File: config.mk
export PLATFORM = sky130hd
export DESIGN_NAME = crc_framer
export DESIGN_NICKNAME = d
export VERILOG_FILES = /design/src/rtl/crc_pkg.sv /design/src/rtl/crc_step.sv /design/src/rtl/crc_framer.sv
export SDC_FILE = /design/constraint.sdc
export NUM_CORES = 1
export LEC_CHECK = 0
export ABC_AREA = 1
export ABC_CLOCK_PERIOD_IN_PS = 1300
export BUFFER_PORTS_ARGS = -buffer_cell sky130_fd_sc_hd__clkbuf_2
export CORE_MARGIN = 2
export CORE_UTILIZATION = 35
export CTS_CLUSTER_DIAMETER = 30
export DETAILED_ROUTE_END_ITERATION = 12
export PLACE_DENSITY = 0.62
export SLEW_MARGIN = 5
export SYNTH_ARGS = -nofsm -noshare
export SYNTH_HDL_FRONTEND = slang
export SYNTH_SLANG_ARGS = --single-unit
File: constraint.sdc
create_clock -name clk -period 1.3 [get_ports clk]
set_input_delay 0.13 -clock clk [delete_from_list [all_inputs] [get_ports clk]]
set_output_delay 0.13 -clock clk [all_outputs]
set_load 0.005 [all_outputs]
File: src/rtl/crc_pkg.sv
// Shared types and helpers for the parametrised CRC framer.
// Build option: CRC_REFLECT_EN selects reflected input/output CRC operation.
package crc_pkg;

    typedef enum logic {
        S_DATA = 1'b0,
        S_CRC  = 1'b1
    } state_e;

    // Word count for the default 8-bit CRC over 8-bit words; the top derives
    // its own from its actual CRC_W/DATA_W.
    localparam int unsigned DEF_DATA_W = 8;
    localparam int unsigned DEF_CRC_W  = 8;
    localparam int unsigned K          = DEF_CRC_W / DEF_DATA_W;

    // Bit-reverse the low `width` bits of value (width <= 32), upper bits zero.
    function automatic logic [31:0] reflect(input logic [31:0] value, input int width);
        logic [31:0] r;
        r = '0;
        for (int i = 0; i < 32; i++) begin
            if (i < width) r[i] = value[width - 1 - i];
        end
        return r;
    endfunction

endpackage

File: src/rtl/crc_step.sv
// One-cycle parallel CRC update: MSB-first, non-reflected, DATA_W bits per call.
module crc_step
    import crc_pkg::*;
#(
    parameter int unsigned      DATA_W = 8,
    parameter int unsigned      CRC_W  = 8,
    parameter logic [CRC_W-1:0] POLY   = 8'h07
) (
    input  logic [CRC_W-1:0]  crc_i,
    input  logic [DATA_W-1:0] data_i,
    output logic [CRC_W-1:0]  crc_o
);

    logic [CRC_W-1:0] c;

    // NOTE: blocking assignments here on purpose; each unrolled bit step must
    // see the result of the previous one within the same evaluation.
    always_comb begin
        c = crc_i;
        for (int i = DATA_W - 1; i >= 0; i--) begin
            if (c[CRC_W-1] ^ data_i[i]) c = (c << 1) ^ POLY;
            else                        c = c << 1;
        end
        crc_o = c;
    end

endmodule

File: src/rtl/crc_framer.sv
// Frame echo + CRC appender with back-pressure, abort and overrun flag.
// Build option: define CRC_REFLECT_EN for reflected (LSB-first) CRC standards.
module crc_framer
    import crc_pkg::*;
#(
    parameter int unsigned      DATA_W    = 8,
    parameter int unsigned      CRC_W     = 8,
    parameter logic [CRC_W-1:0] POLY      = 8'h07,
    parameter logic [CRC_W-1:0] INIT      = '0,
    parameter logic [CRC_W-1:0] XOR_OUT   = '0,
    parameter int unsigned      FRAME_LEN = 4
) (
    input  logic              clk,
    input  logic              rst,
    input  logic              crc_en,
    input  logic [DATA_W-1:0] dina,
    input  logic              crc_clr,
    output logic              crc_rdy,
    output logic              crc_vld,
    output logic [DATA_W-1:0] crc_dout,
    output logic              crc_last,
    output logic              crc_err
);

    localparam int unsigned      NUM_WORDS = CRC_W / DATA_W;
    localparam int unsigned      CNT_W     = (FRAME_LEN > 1) ? $clog2(FRAME_LEN) : 1;
    localparam int unsigned      IDX_W     = (NUM_WORDS > 1) ? $clog2(NUM_WORDS) : 1;
    localparam logic [CNT_W-1:0] CNT_LAST  = CNT_W'(FRAME_LEN - 1);
    localparam logic [IDX_W-1:0] IDX_LAST  = IDX_W'(NUM_WORDS - 1);

    state_e            state_q, state_d;
    logic [CNT_W-1:0]  cnt_q, cnt_d;
    logic [IDX_W-1:0]  idx_q, idx_d;
    logic [CRC_W-1:0]  crc_q, crc_d;
    logic [CRC_W-1:0]  shift_q, shift_d;
    logic [DATA_W-1:0] dout_q, dout_d;
    logic              vld_q, vld_d;
    logic              last_q, last_d;
    logic              err_q, err_d;

    logic [DATA_W-1:0] step_data;
    logic [CRC_W-1:0]  step_crc;
    logic [CRC_W-1:0]  crc_final;

`ifdef CRC_REFLECT_EN
    assign step_data = DATA_W'(reflect(32'(dina), DATA_W));
    assign crc_final = CRC_W'(reflect(32'(step_crc), CRC_W)) ^ XOR_OUT;
`else
    assign step_data = dina;
    assign crc_final = step_crc ^ XOR_OUT;
`endif

    crc_step #(
        .DATA_W (DATA_W),
        .CRC_W  (CRC_W),
        .POLY   (POLY)
    ) u_step (
        .crc_i  (crc_q),
        .data_i (step_data),
        .crc_o  (step_crc)
    );

    assign crc_rdy = (state_q == S_DATA);

    // NOTE: every variable gets a default before the case so no path infers a latch.
    always_comb begin
        state_d = state_q;
        cnt_d   = cnt_q;
        idx_d   = idx_q;
        crc_d   = crc_q;
        shift_d = shift_q;
        dout_d  = dout_q;
        vld_d   = 1'b0;
        last_d  = 1'b0;
        err_d   = crc_en & ~crc_rdy;

        if (crc_clr) begin
            state_d = S_DATA;
            cnt_d   = '0;
            idx_d   = '0;
            crc_d   = INIT;
        end else begin
            case (state_q)
                S_DATA: begin
                    if (crc_en) begin
                        dout_d = dina;
                        vld_d  = 1'b1;
                        if (cnt_q == CNT_LAST) begin
                            // CRC register is re-armed now; the result lives in the shifter.
                            shift_d = crc_final;
                            crc_d   = INIT;
                            cnt_d   = '0;
                            idx_d   = '0;
                            state_d = S_CRC;
                        end else begin
                            crc_d = step_crc;
                            cnt_d = cnt_q + 1'b1;
                        end
                    end
                end
                S_CRC: begin
                    dout_d  = shift_q[CRC_W-1 -: DATA_W];
                    shift_d = shift_q << DATA_W;
                    vld_d   = 1'b1;
                    if (idx_q == IDX_LAST) begin
                        last_d  = 1'b1;
                        idx_d   = '0;
                        state_d = S_DATA;
                    end else begin
                        idx_d = idx_q + 1'b1;
                    end
                end
                default: state_d = S_DATA;
            endcase
        end
    end

    // NOTE: non-blocking assignments so every register samples pre-edge values.
    always_ff @(posedge clk or negedge rst) begin
        if (!rst) begin
            state_q <= S_DATA;
            cnt_q   <= '0;
            idx_q   <= '0;
            crc_q   <= INIT;
            shift_q <= '0;
            dout_q  <= '0;
            vld_q   <= 1'b0;
            last_q  <= 1'b0;
            err_q   <= 1'b0;
        end else begin
            state_q <= state_d;
            cnt_q   <= cnt_d;
            idx_q   <= idx_d;
            crc_q   <= crc_d;
            shift_q <= shift_d;
            dout_q  <= dout_d;
            vld_q   <= vld_d;
            last_q  <= last_d;
            err_q   <= err_d;
        end
    end

    assign crc_vld  = vld_q;
    assign crc_dout = dout_q;
    assign crc_last = last_q;
    assign crc_err  = err_q;

endmodule

# == After elaboration in Yosys (flattened, before gate mapping) ==
# Cells that the tools add are included.
# totals
ff_bits,31
in_bits,12
# classes
n_addsub,2
eq_ne,6
mux,37
bitwise_logic,19
reduce_logical,5
# op_table
cell,count
8-bit 2-to-1 mux,7
8-bit case mux with 2 select lines,2
3-bit 2-to-1 mux,8
3-bit inverter,8
1-bit 2-to-1 mux,13
2-bit 2-to-1 mux,4
1-bit XOR,8
1-bit case mux with 2 select lines,3
2-bit AND reduction,3
2-bit != test (second input constant),2
3-bit by 2-bit != test with 1-bit output (second input constant),1
3-bit != test (second input constant),1
3-bit AND reduction,1
2-bit by 1-bit adder with 2-bit output (second input constant),1
2-bit == test (second input constant),1
2-bit by 1-bit != test with 1-bit output (second input constant),1
1-bit inverter,2
2-bit nonzero test,1
1-bit adder (second input constant),1
1-bit bitwise AND,1

# == Longest topological paths before layout ==
# Gate-level depths: netlist (run 1).
# logic_depth
ltp_word,20
mapped_depth,11
mapped_depth_nobuf,11

# == Hierarchy ==
# A second synthesis (run 1) with hierarchy kept.
# unflattened
cells_unflattened,213
area_unflattened_um2,1597.8
# by_module_without_submodules
module,instances,cells_each,area_per_inst_um2,seq_area_each_um2
crc_framer,1,156,1307.5,750.7
crc_step,1,57,290.3,0.0

# == Worst setup path before layout (run 1) ==
# OpenSTA, ideal clock, no wires.
# synth_timing
path_kind,flip-flop to flip-flop
from,reg crc_q[4]
to,reg shift_q[5]
arrival_ns,1.099
slack_ns,0.083
stages_incl_launch_ff,6
n_path_buf,0
period_less_slack_ns,1.217
path_cell_list,dfrtp_1 -> xnor2_1 -> xnor2_1 -> or2_1 -> nand3_1 -> nand2_1
# synth_between
elab_chain_cells,7
# synth_rtl
element,line,source
from (decl),crc_framer.sv:34,"logic [CRC_W-1:0] crc_q, crc_d;"
from (signal assigned),crc_framer.sv:134,crc_q <= crc_d;
1-bit XOR (*),crc_step.sv:21,if (c[CRC_W-1] ^ data_i[i]) c = (c << 1) ^ POLY;
3-bit 2-to-1 mux (*),crc_step.sv:21,
3-bit inverter (no line),--,
3-bit 2-to-1 mux (*),crc_step.sv:21,
8-bit 2-to-1 mux (*),crc_framer.sv:88,if (cnt_q == CNT_LAST) begin
8-bit 2-to-1 mux (*),crc_framer.sv:85,if (crc_en) begin
8-bit case mux with 2 select lines (*),crc_framer.sv:83,case (state_q)
to (signal assigned),crc_framer.sv:135,shift_q <= shift_d;
to (decl),crc_framer.sv:35,"logic [CRC_W-1:0] shift_q, shift_d;"
# Mark *: on every way between the ends. The rest lies on a longest branch, timed or not. The select of a mux whose other input is x is not followed.
# A chain may end at the register's enable or synchronous reset.

# == Final worst setup path (run 1) ==
# layout_timing
from,reg crc_q[7]
to,reg crc_q[0]
# layout_between
elab_chain_cells,10
# layout_rtl
element,line,source
1-bit XOR (*),crc_step.sv:21,
3-bit 2-to-1 mux (*),crc_step.sv:21,
3-bit inverter (no line),--,
3-bit 2-to-1 mux (*),crc_step.sv:21,
1-bit XOR (*),crc_step.sv:21,
3-bit 2-to-1 mux (*),crc_step.sv:21,
8-bit 2-to-1 mux (*),crc_framer.sv:88,
8-bit 2-to-1 mux (*),crc_framer.sv:85,
8-bit 2-to-1 mux (*),crc_framer.sv:83,
8-bit 2-to-1 mux (*),crc_framer.sv:77,if (crc_clr) begin
# Marks and branches as above.

==> impl_metrics.toml, run 1 <==
[status]
status = "finished clean"

[detailed_routing]
wl_per_cell_um = 11.5
antenna_left = 0
drc = 0
wl_um = 3280
drtPass1Iterations = 4
num_vias = 1311
first_iter_violations = 42
avgViaCountPerCell = 4.58

[placement]
dp_hpwl_um = 2350
io_buffers = 23
gp_congestion = 0.862

[global_routing]
grt.overflow.total = 0
grt_pass1_vias = 1193
antenna_found_initial = 0
grt_usage_pct = 14.3
grt_max_degree = 31
grt_pass1_wl_um = 5480

[pwr]
ir_worst_vdd_mv = 0.400
p_total_mw = 2.97
power_density_nw_per_um2 = 1470
p_leak_nw = 1.06

[synthesis]
async_flop_share_pct = 100
ys_warn_count = 0
synth_nets = 205
ys_seq_elements = 30
synthFlopType = "dfrtp_1"
syn_area_um2 = 1520
synth_top_cells_by_count = "79 x nand2_1, 30 x dfrtp_1, 17 x nand3_1, 14 x inv_1, 10 x nor2_1"
netlist_top_cells_area = "dfrtp_1 49%, nand2_1 19%, nand3_1 5.6%"
synth_edf_count = 0
yosysTopAreaCell = "dfrtp_1"
post-synth-top-count-cell = "nand2_1"
seq_area_frac_synth_pct = 49.3
synthCells = 192
syn_area_per_cell_um2 = 7.93
synthDistinctLibCells = 23
synth_top_area_share_pct = 49.3

[sta]
fmax_mhz = 792
slew_viol_final = 0
setup_violations = 0
fin_crit_ns = 1.26
worst_hold_slack_ns = 0.0959
fin_crit_sh_pct = 97.1
hold_viol = 0
slew_headroom_pct = 73.8
fin_worst_skew_ns = 0.00235
rsz0062_at_grt = "true"
max_slew.worst_pin.slew_ns = 0.392

[critical_path]
cp_max_fo = 4
worst-path-buf-inv = 1
start_kind = "register"
crit_chain = "nand2_1 -> nand2_2 -> nand2_2 -> nand2_2 -> nand2_2 -> nand2_4 -> buf_4 -> o21ai_0"
cp_slowest_cell = "dfrtp_1"
crit_path_end_kind = "register"
r2r_setup_slack_ns = 0.04
cp_slowest_stage_delay_ns = 0.40
arrival_ns = 1.46
crit_top_cell = "nand2_2"
critPathKind = "register to register"
cp.required_ns = 1.50
crit_family = "simple AND/OR/NAND/NOR gates"

[job]
cap_violations = 0

[die]
dieHeight_um = 70.0
die-width_um = 70.0
start_util_pct = 37.3
core_area_um2 = 4090
die_area_um2 = 4890
rows = 23
ios = 24

[clock_network]
cts_tree = "built"
clock-root-buffer = "clkbuf_8"
cts_made_buffers = 5
insertion_delay_ns = 0.28
clock_sinks = 30
ctsLongestPathBuffers = 2
htreeDepth = 2
path_clk_slew_ns = 0.06

[min_path]
hold_class = "input pin to register"

[finish]
layout-drive-gt1-share_pct = 35.2
antennaDiodeCount = 0
final_nets = 248
final_util_pct = 49.4
syn2layout_area_growth_pct = 32.5
==> where the power goes <==
part / leakage (nW) / total (mW) / switching, mW / internal, mW
logic: 0.629 / 0.988 / 0.556 / 0.432
registers: 0.383 / 1.20 / 0.106 / 1.10
clock network: 0.0482 / 0.776 / 0.350 / 0.426
==> metrics by stage <==
stage / area, µm² / setup slack, ns / cells / TNS [ns]
floorplan: 1520 / 0.0834 / 192 / 0
global placement: 1750 / -0.0261 / 271 / -0.0379
detailed placement: 1750 / -0.0278 / 271 / -0.0671
CTS: 1850 / 0.00813 / 280 / 0
global route: 2020 / -0.142 / 286 / -0.586
finish: 2020 / 0.0380 / 286 / 0
==> cells in the final DEF (no fill, tap or decap) <==
master	count
nand2_1	67
a21oi_4	1
xor2_1	2
nand2_2	11
nand2_4	1
clkbuf_8	6
xor2_2	2
inv_2	8
buf_4	13
o21ai_0	2
dfrtp_1	30
o21ai_1	4
nor2_2	1
or2_1	1
buf_6	2
nor2_1	10
clkbuf_2	23
nand3b_1	1
a31oi_1	8
ha_1	1
clkinv_2	1
o22ai_1	1
nand3_2	7
nand3_1	11
inv_1	12
clkbuf_1	1
xnor2_2	3
inv_4	1
xor2_4	1
xnor2_1	1
dlygate4sd3_1	1
nor2_4	2
==> worst paths after layout <==
path | startpoint | endpoint | depth (start not counted)
max in group asynchronous | rst | crc_dout[5]$_DFFE_PN0P_ | 3
worst max-delay path | crc_q[7]$_DFFE_PN0P_ | crc_q[0]$_DFFE_PN0P_ | 8
min in group asynchronous | rst | cnt_q[1]$_DFFE_PN0P_ | 3
worst max register to register | crc_q[7]$_DFFE_PN0P_ | crc_q[0]$_DFFE_PN0P_ | 8
worst min-delay path | crc_en | crc_err$_DFF_PN0_ | 3
worst min register to register | cnt_q[1]$_DFFE_PN0P_ | cnt_q[1]$_DFFE_PN0P_ | 2
==> cell type report <==
class                      count  area (µm²)
fill                         401        2070
tap                           50        62.6
clock buffer                   7        86.3
multi-input combinational    138         787
clock inverter                 1        5.00
timing repair buffer          39         245
sequential                    30         751
inverter                      21        81.3
==> per-layer routing <==
layer / wire [µm] / vias to the layer above / global-route usage (%) / share of wire (%)
li1: - / 685 / - / -
met1: 1590 / 599 / 19.1 / 48
met2: 1530 / 21 / 21.5 / 47
met3: 102 / 6 / 3.03 / 3.1
met4: 59 / 0 / 7.69 / 1.8
met5: 0 / - / 0 / 0
==> registers in the layout (all words and copies together), names as in the netlist <==
name / cells
crc_last: 1
state_q: 1
cnt_q: 2
crc_err: 1
crc_vld: 1
crc_q: 8
crc_dout: 8
shift_q: 8
==> kinds of logic (layout without fill, tap and decap cells) <==
logic type      Yosys count  count (layout)  share of synthesized area [%]
buf+inv                  24              68                           6.49
flops                    30              30                           49.3
compound gates           16              16                           6.74
xor+xnor                  9               9                           5.67
simple gates            112             112                           31.0
fa+ha+maj                 1               1                          0.822
==> timing repair <==
| action | in CTS | in global routing |
|---|---|---|
| buffers inserted | 0 | 6 |
| pin swaps | 0 | 10 |
| endpoints found under the setup margin | 5 | 18 |
| resized for setup | 1 | 29 |
| hold buffers | 1 | 0 |
| endpoints found under the hold margin | 30 | 0 |
==> worst register-to-register path, delay by kind of cell, from the launching register on <==
family | cells | cell delay [ns]
AND/OR/NAND/NOR | 6 | 0.50
buffers and inverters | 1 | 0.14
AO/OA/AOI/OAI | 1 | 0.14
flip-flops | 1 | 0.40
(Power assumes the default switching activity.)
==> run 2, diff against run 1 <==
ABC_AREA = unset   (was 1)
CORE_ASPECT_RATIO = 0.5   (was unset)
SKIP_CTS_REPAIR_TIMING = 1   (was unset)
==> run 2 against run 1 <==
Net effect:
- the flow now finishes with violations (negative setup slack)
- routed wire length increased by 1.1%
- via count shrank 15%
- clock skew is 0.0028 ns higher
- clock power rose by 52%
- critical path depth is 3 lower
- final area rose by 5.7%
- sequential power increased by 14%
- maximum frequency is 20% lower
- flip-flop and latch count is the same
- sequential share of layout area fell by 2.0 points
- largest cell class unchanged
- highest routed layer unchanged
==> impl_metrics.toml, run 2 <==
[critical_path]
start_kind = "register"
reg2reg_depth = 5
crit_path_end_kind = "register"
critPathKind = "register to register"
r2r-start = "crc_q[0]$_DFFE_PN0P_"
arrival_ns = 1.78
cp_max_fo = 3
crit_start = "crc_q[0]$_DFFE_PN0P_"
cp.required_ns = 1.51

[clock_network]
htreeDepth = 2
clock-root-buffer = "clkbuf_8"
path_clk_slew_ns = 0.07
clock_sinks = 30
cts_tree = "built"
insertion_delay_ns = 0.29
cts_made_buffers = 5
ctsLongestPathBuffers = 2

[detailed_routing]
drtPass1Iterations = 4
num_vias = 1116
avgViaCountPerCell = 4.75
wl_um = 3320
first_iter_violations = 37
antenna_left = 0
drc = 0
wl_per_cell_um = 14.1

[global_routing]
grt_max_degree = 31
grt_usage_pct = 14.4
grt.overflow.total = 0
antenna_found_initial = 0
grt_pass1_wl_um = 4950
grt_pass1_vias = 1029

[sta]
layout_setup_ws_ns = -0.271
fin_worst_skew_ns = 0.00514
hold_viol = 0
max_slew.worst_pin.slew_ns = 0.382
fin_crit_ns = 1.57
slew_headroom_pct = 74.6
fin_crit_sh_pct = 121
slew_viol_final = 0
rsz0062_at_grt = "true"
fmax_mhz = 637
setup_violations = 16

[pwr]
power_switching_mw = 1.68
pwr-share-clk_pct = 23.9
combPwrFrac_pct = 48.3
p_leak_nw = 1.00
seqPwrFrac_pct = 27.8
p_int_mw = 3.25
ir_worst_vdd_mv = 0.791
sw_frac_of_total_pct = 34.1
p_total_mw = 4.93
power_density_nw_per_um2 = 2310

[synthesis]
synthFlopType = "dfrtp_1"
synthCells = 128
ys_warn_count = 0
async_flop_share_pct = 100
synth_top_cells_by_count = "30 x dfrtp_1, 15 x xnor2_1, 14 x nand2_1, 10 x nor2_1, 10 x o21ai_0"
netlist_top_cells_area = "dfrtp_1 53%, xnor2_1 9.3%, mux2i_1 6.4%"
syn_area_um2 = 1410
seq_area_frac_synth_pct = 53.1
synth_nets = 141
yosysTopAreaCell = "dfrtp_1"
post-synth-top-count-cell = "dfrtp_1"
synth_top_area_share_pct = 53.1
ys_seq_elements = 30
synthDistinctLibCells = 21
syn_area_per_cell_um2 = 11.0
synth_edf_count = 0

[die]
start_util_pct = 36.4
rows = 16
die-width_um = 93.8
dieHeight_um = 48.9
ios = 24
core_area_um2 = 3880
die_area_um2 = 4590

[finish]
fin_area_um2 = 2130
final_common_cell = "dfrtp_1"
layout-drive-gt1-share_pct = 44.8
final_cell_mix = "30 x dfrtp_1, 23 x clkbuf_2, 23 x buf_4"
final_nets = 193
fillCellCount = 325
syn2layout_area_growth_pct = 51.0
fin_cells = 235
antennaDiodeCount = 0

[min_path]
hold_depth = 2
hold_class = "input pin to register"
min_from = "crc_en"

[placement]
dp_cells = 225
dp_hpwl_um = 2190
place_area_um2 = 1790
gp_congestion = 0.734
io_buffers = 23

[job]
cap_violations = 0

[status]
status = "finished with violations"
violations = "negative setup slack"
==> run 2: routing by layer <==
metal | share of wire (%) | track usage (%) | routed length (µm)
met1 | 45 | 20.3 | 1500
met2 | 47 | 20.5 | 1580
met3 | 5.3 | 4.17 | 177
met4 | 1.8 | 6.52 | 60
met5 | 0 | 0 | 0
==> run 2: final timing paths <==
| path | end | slack [ns] |
|---|---|---|
| min reg2reg | crc_dout[3]$_DFFE_PN0P_ | 0.48 |
| min in group asynchronous | crc_q[1]$_DFFE_PN0P_ | 0.38 |
| max reg2reg | crc_q[2]$_DFFE_PN0P_ | -0.27 |
| min | crc_err$_DFF_PN0_ | 0.11 |
| max in group asynchronous | crc_last$_DFF_PN0_ | 0.63 |
| max | crc_q[2]$_DFFE_PN0P_ | -0.27 |
==> run 2: logic make-up (layout without fill, tap and decap cells) <==
logic type	after synthesis	in the layout	share of synthesized area, %
AO/OA/AOI/OAI	26	26	12.4
XOR/XNOR	25	25	16.0
adder cells (fa/ha/maj)	1	1	0.886
buffers and inverters	7	60	1.86
flip-flops	30	30	53.1
multiplexers	9	9	6.38
AND/OR/NAND/NOR	30	30	9.30
==> run 2: per-stage QoR <==
| stage | hold slack [ns] | utilization (%) | setup TNS (ns) | setup WS (ns) |
|---|---|---|---|---|
| finish | 0.108 | 54.9 | -2.16 | -0.271 |
| global route | 0.119 | 54.9 | -3.16 | -0.371 |
| CTS | -0.145 | 49.9 | -2.48 | -0.261 |
| detailed placement | 0.162 | 46.2 | -2.07 | -0.221 |
| global placement | 0.160 | 46.2 | -1.66 | -0.200 |
| floorplan | -0.166 | - | -0.522 | -0.230 |
==> run 2: power by group through the flow <==
stage	clock network (mW)	registers [mW]	logic [mW]
after floorplan	0	1.33	1.13
after global placement	0	1.34	1.65
after detailed placement	0	1.36	1.69
after CTS	1.20	1.34	1.72
after global routing	1.25	1.40	2.55
final	1.18	1.37	2.38
==> run 2: final cells by class <==
type | count | area (µm²) | share of cell area [%]
repair buffers | 49 | 320 | 15.0
multi-input cells | 91 | 841 | 39.4
inverters | 3 | 11.3 | 0.528
clock buffers | 6 | 82.6 | 3.87
clock inverters | 2 | 60.1 | 2.82
flip-flops and latches | 30 | 751 | 35.2
well taps | 54 | 67.6 | 3.17
==> run 2: critical path, stage by stage, from the launching register on <==
cell and delay [ns]:
dfrtp_1 0.40, xor2_2 0.16, xnor2_2 0.25, xnor2_1 0.14, or4_1 0.41, a31oi_1 0.13
==> run 3, diff against run 2 <==
ABC_CLOCK_PERIOD_IN_PS = 2000   (was 1300)
CORE_ASPECT_RATIO = 1.5   (was 0.5)
PLACE_DENSITY = 0.6   (was 0.62)
clock period = 2 ns   (was 1.3 ns; I/O delays follow)
==> run 3 against run 2 <==
Net effect:
- the flow finishes with violations (negative hold slack)
- first-iteration DRC count shrank 57%
- non-clock buffer count shrank 22
- global-route usage shrank 0.63 points
- core utilization shrank 12 points
- routed wire length shrank 17%
- via count shrank 11%
- clock skew grew 0.0028 ns
- total power shrank 54%
- register-to-register slack gained 0.50 ns
- die area shrank 0.45%
- setup slack gained 0.50 ns
- sequential power shrank 37%
- critical path type unchanged
==> impl_metrics.toml, run 3 (same netlist as run 2, synthesis figures left out) <==
[status]
status = "finished with violations"
violations = "negative hold slack"

[clock_network]
cts_made_buffers = 5
insertion_delay_ns = 0.27
ctsLongestPathBuffers = 2
htreeDepth = 2
path_clk_slew_ns = 0.07
cts_tree = "built"
clock_sinks = 30
clock-root-buffer = "clkbuf_8"

[sta]
slew_headroom_pct = 49.8
worst_hold_slack_ns = -0.0217
max_slew.worst_pin.slew_ns = 0.754
fin_crit_sh_pct = 88.7
slew_viol_final = 0
fin_crit_ns = 1.77
setup_violations = 0
setup_tns_ns = 0
fin_worst_skew_ns = 0.00794
hold_viol = 25
rsz0062_at_grt = "false"
fmax_mhz = 564

[finish]
fin_cells = 204
final_util_pct = 43.1
multiInputGateArea_um2 = 636
seqCellArea_um2 = 751
final_nets = 171
fillCellCount = 397
antennaDiodeCount = 0
final_cell_mix = "30 x dfrtp_1, 23 x clkbuf_2, 15 x xnor2_1"
syn2layout_area_growth_pct = 19.7
final_common_cell = "dfrtp_1"
layout-drive-gt1-share_pct = 22.0

[pwr]
p_total_mw = 2.26
p_leak_nw = 0.795
ir_worst_vdd_mv = 0.659
power_density_nw_per_um2 = 1340

[critical_path]
reg2reg_depth = 5
start_kind = "register"
critPathKind = "register to register"
rr_endpoint = "crc_q[2]$_DFFE_PN0P_"
cp.required_ns = 2.19
r2r-start = "crc_q[6]$_DFFE_PN0P_"
arrival_ns = 1.96
r2r_setup_slack_ns = 0.23
cp_max_fo = 4
crit_path_end_kind = "register"

[detailed_routing]
avgViaCountPerCell = 4.89
wl_um = 2750
first_iter_violations = 16
wl_per_cell_um = 13.5
antenna_left = 0
drtPass1Iterations = 6
drc = 0
num_vias = 997

[placement]
dp_cells = 196
io_buffers = 23
dp_hpwl_um = 2140
gp_congestion = 0.710

[min_path]
hold_class = "input pin to async pin"

[die]
core_area_um2 = 3920
rows = 28
dieHeight_um = 81.8
ios = 24
start_util_pct = 36.0
die_area_um2 = 4570
die-width_um = 55.9

[global_routing]
grt.overflow.total = 0
grt_pass1_vias = 1042
grt_pass1_wl_um = 4760
antenna_found_initial = 0
grt_usage_pct = 13.8
grt_max_degree = 31

[job]
cap_violations = 0
## run 3: changes by cell type in the layout (fill, tap and decap cells not counted), moves of 6 or more
| cell | delta |
|---|---|
| xnor2_1 | +12 |
| buf_4 | -19 |
| xor2_1 | +6 |
| xor2_2 | -6 |
| xnor2_2 | -9 |
## run 3: worst max path at each step
stage / start / to / slack [ns] / cells past startpoint
floorplan: crc_q[6]$_DFFE_PN0P_ / crc_q[2]$_DFFE_PN0P_ / 0.37 / 5
global placement: crc_q[6]$_DFFE_PN0P_ / crc_q[1]$_DFFE_PN0P_ / 0.24 / 5
detailed placement: crc_q[6]$_DFFE_PN0P_ / crc_q[2]$_DFFE_PN0P_ / 0.21 / 5
CTS: crc_q[1]$_DFFE_PN0P_ / crc_q[2]$_DFFE_PN0P_ / 0.20 / 5
global route: crc_q[6]$_DFFE_PN0P_ / crc_q[2]$_DFFE_PN0P_ / 0.07 / 5
finish: crc_q[6]$_DFFE_PN0P_ / crc_q[2]$_DFFE_PN0P_ / 0.23 / 5
## run 3: per-layer routing
| layer | track usage [%] | vias up | routed length [µm] |
|---|---|---|---|
| li1 | - | 495 | - |
| met5 | 0 | - | 0 |
| met1 | 14.3 | 484 | 1130 |
| met4 | 5.95 | 0 | 40 |
| met2 | 25.6 | 14 | 1490 |
| met3 | 4.25 | 4 | 82 |
## run 3: power breakdown
part | internal (mW) | switching, mW | total [mW] | leakage [nW]
Sequential | 0.765 | 0.103 | 0.868 | 0.395
Combinational | 0.436 | 0.465 | 0.900 | 0.352
Clock | 0.277 | 0.214 | 0.491 | 0.0482
Total | 1.48 | 0.781 | 2.26 | 0.795
## run 3: final cells by class
class	instances	share of cell area, %
multi-input cells	91	37.6
flip-flops and latches	30	44.4
well taps	45	3.33
inverters	3	0.666
clock inverters	1	0.296
clock buffers	7	5.11
repair buffers	27	8.59
## run 3: through the flow
stage	area [µm²]	setup WS [ns]
5_1_grt	1690	0.0713
3_5_place_dp	1600	0.207
4_1_cts	1690	0.201
3_3_place_gp	1600	0.238
2_1_floorplan	1410	0.366
6_report	1690	0.227
## run 3: worst max-delay path, cell delays in order, from the launching register on
cell	delay [ns]
dfrtp_1	0.38
xnor2_1	0.36
xnor2_2	0.20
xnor2_1	0.18
or4_1	0.40
a31oi_1	0.17
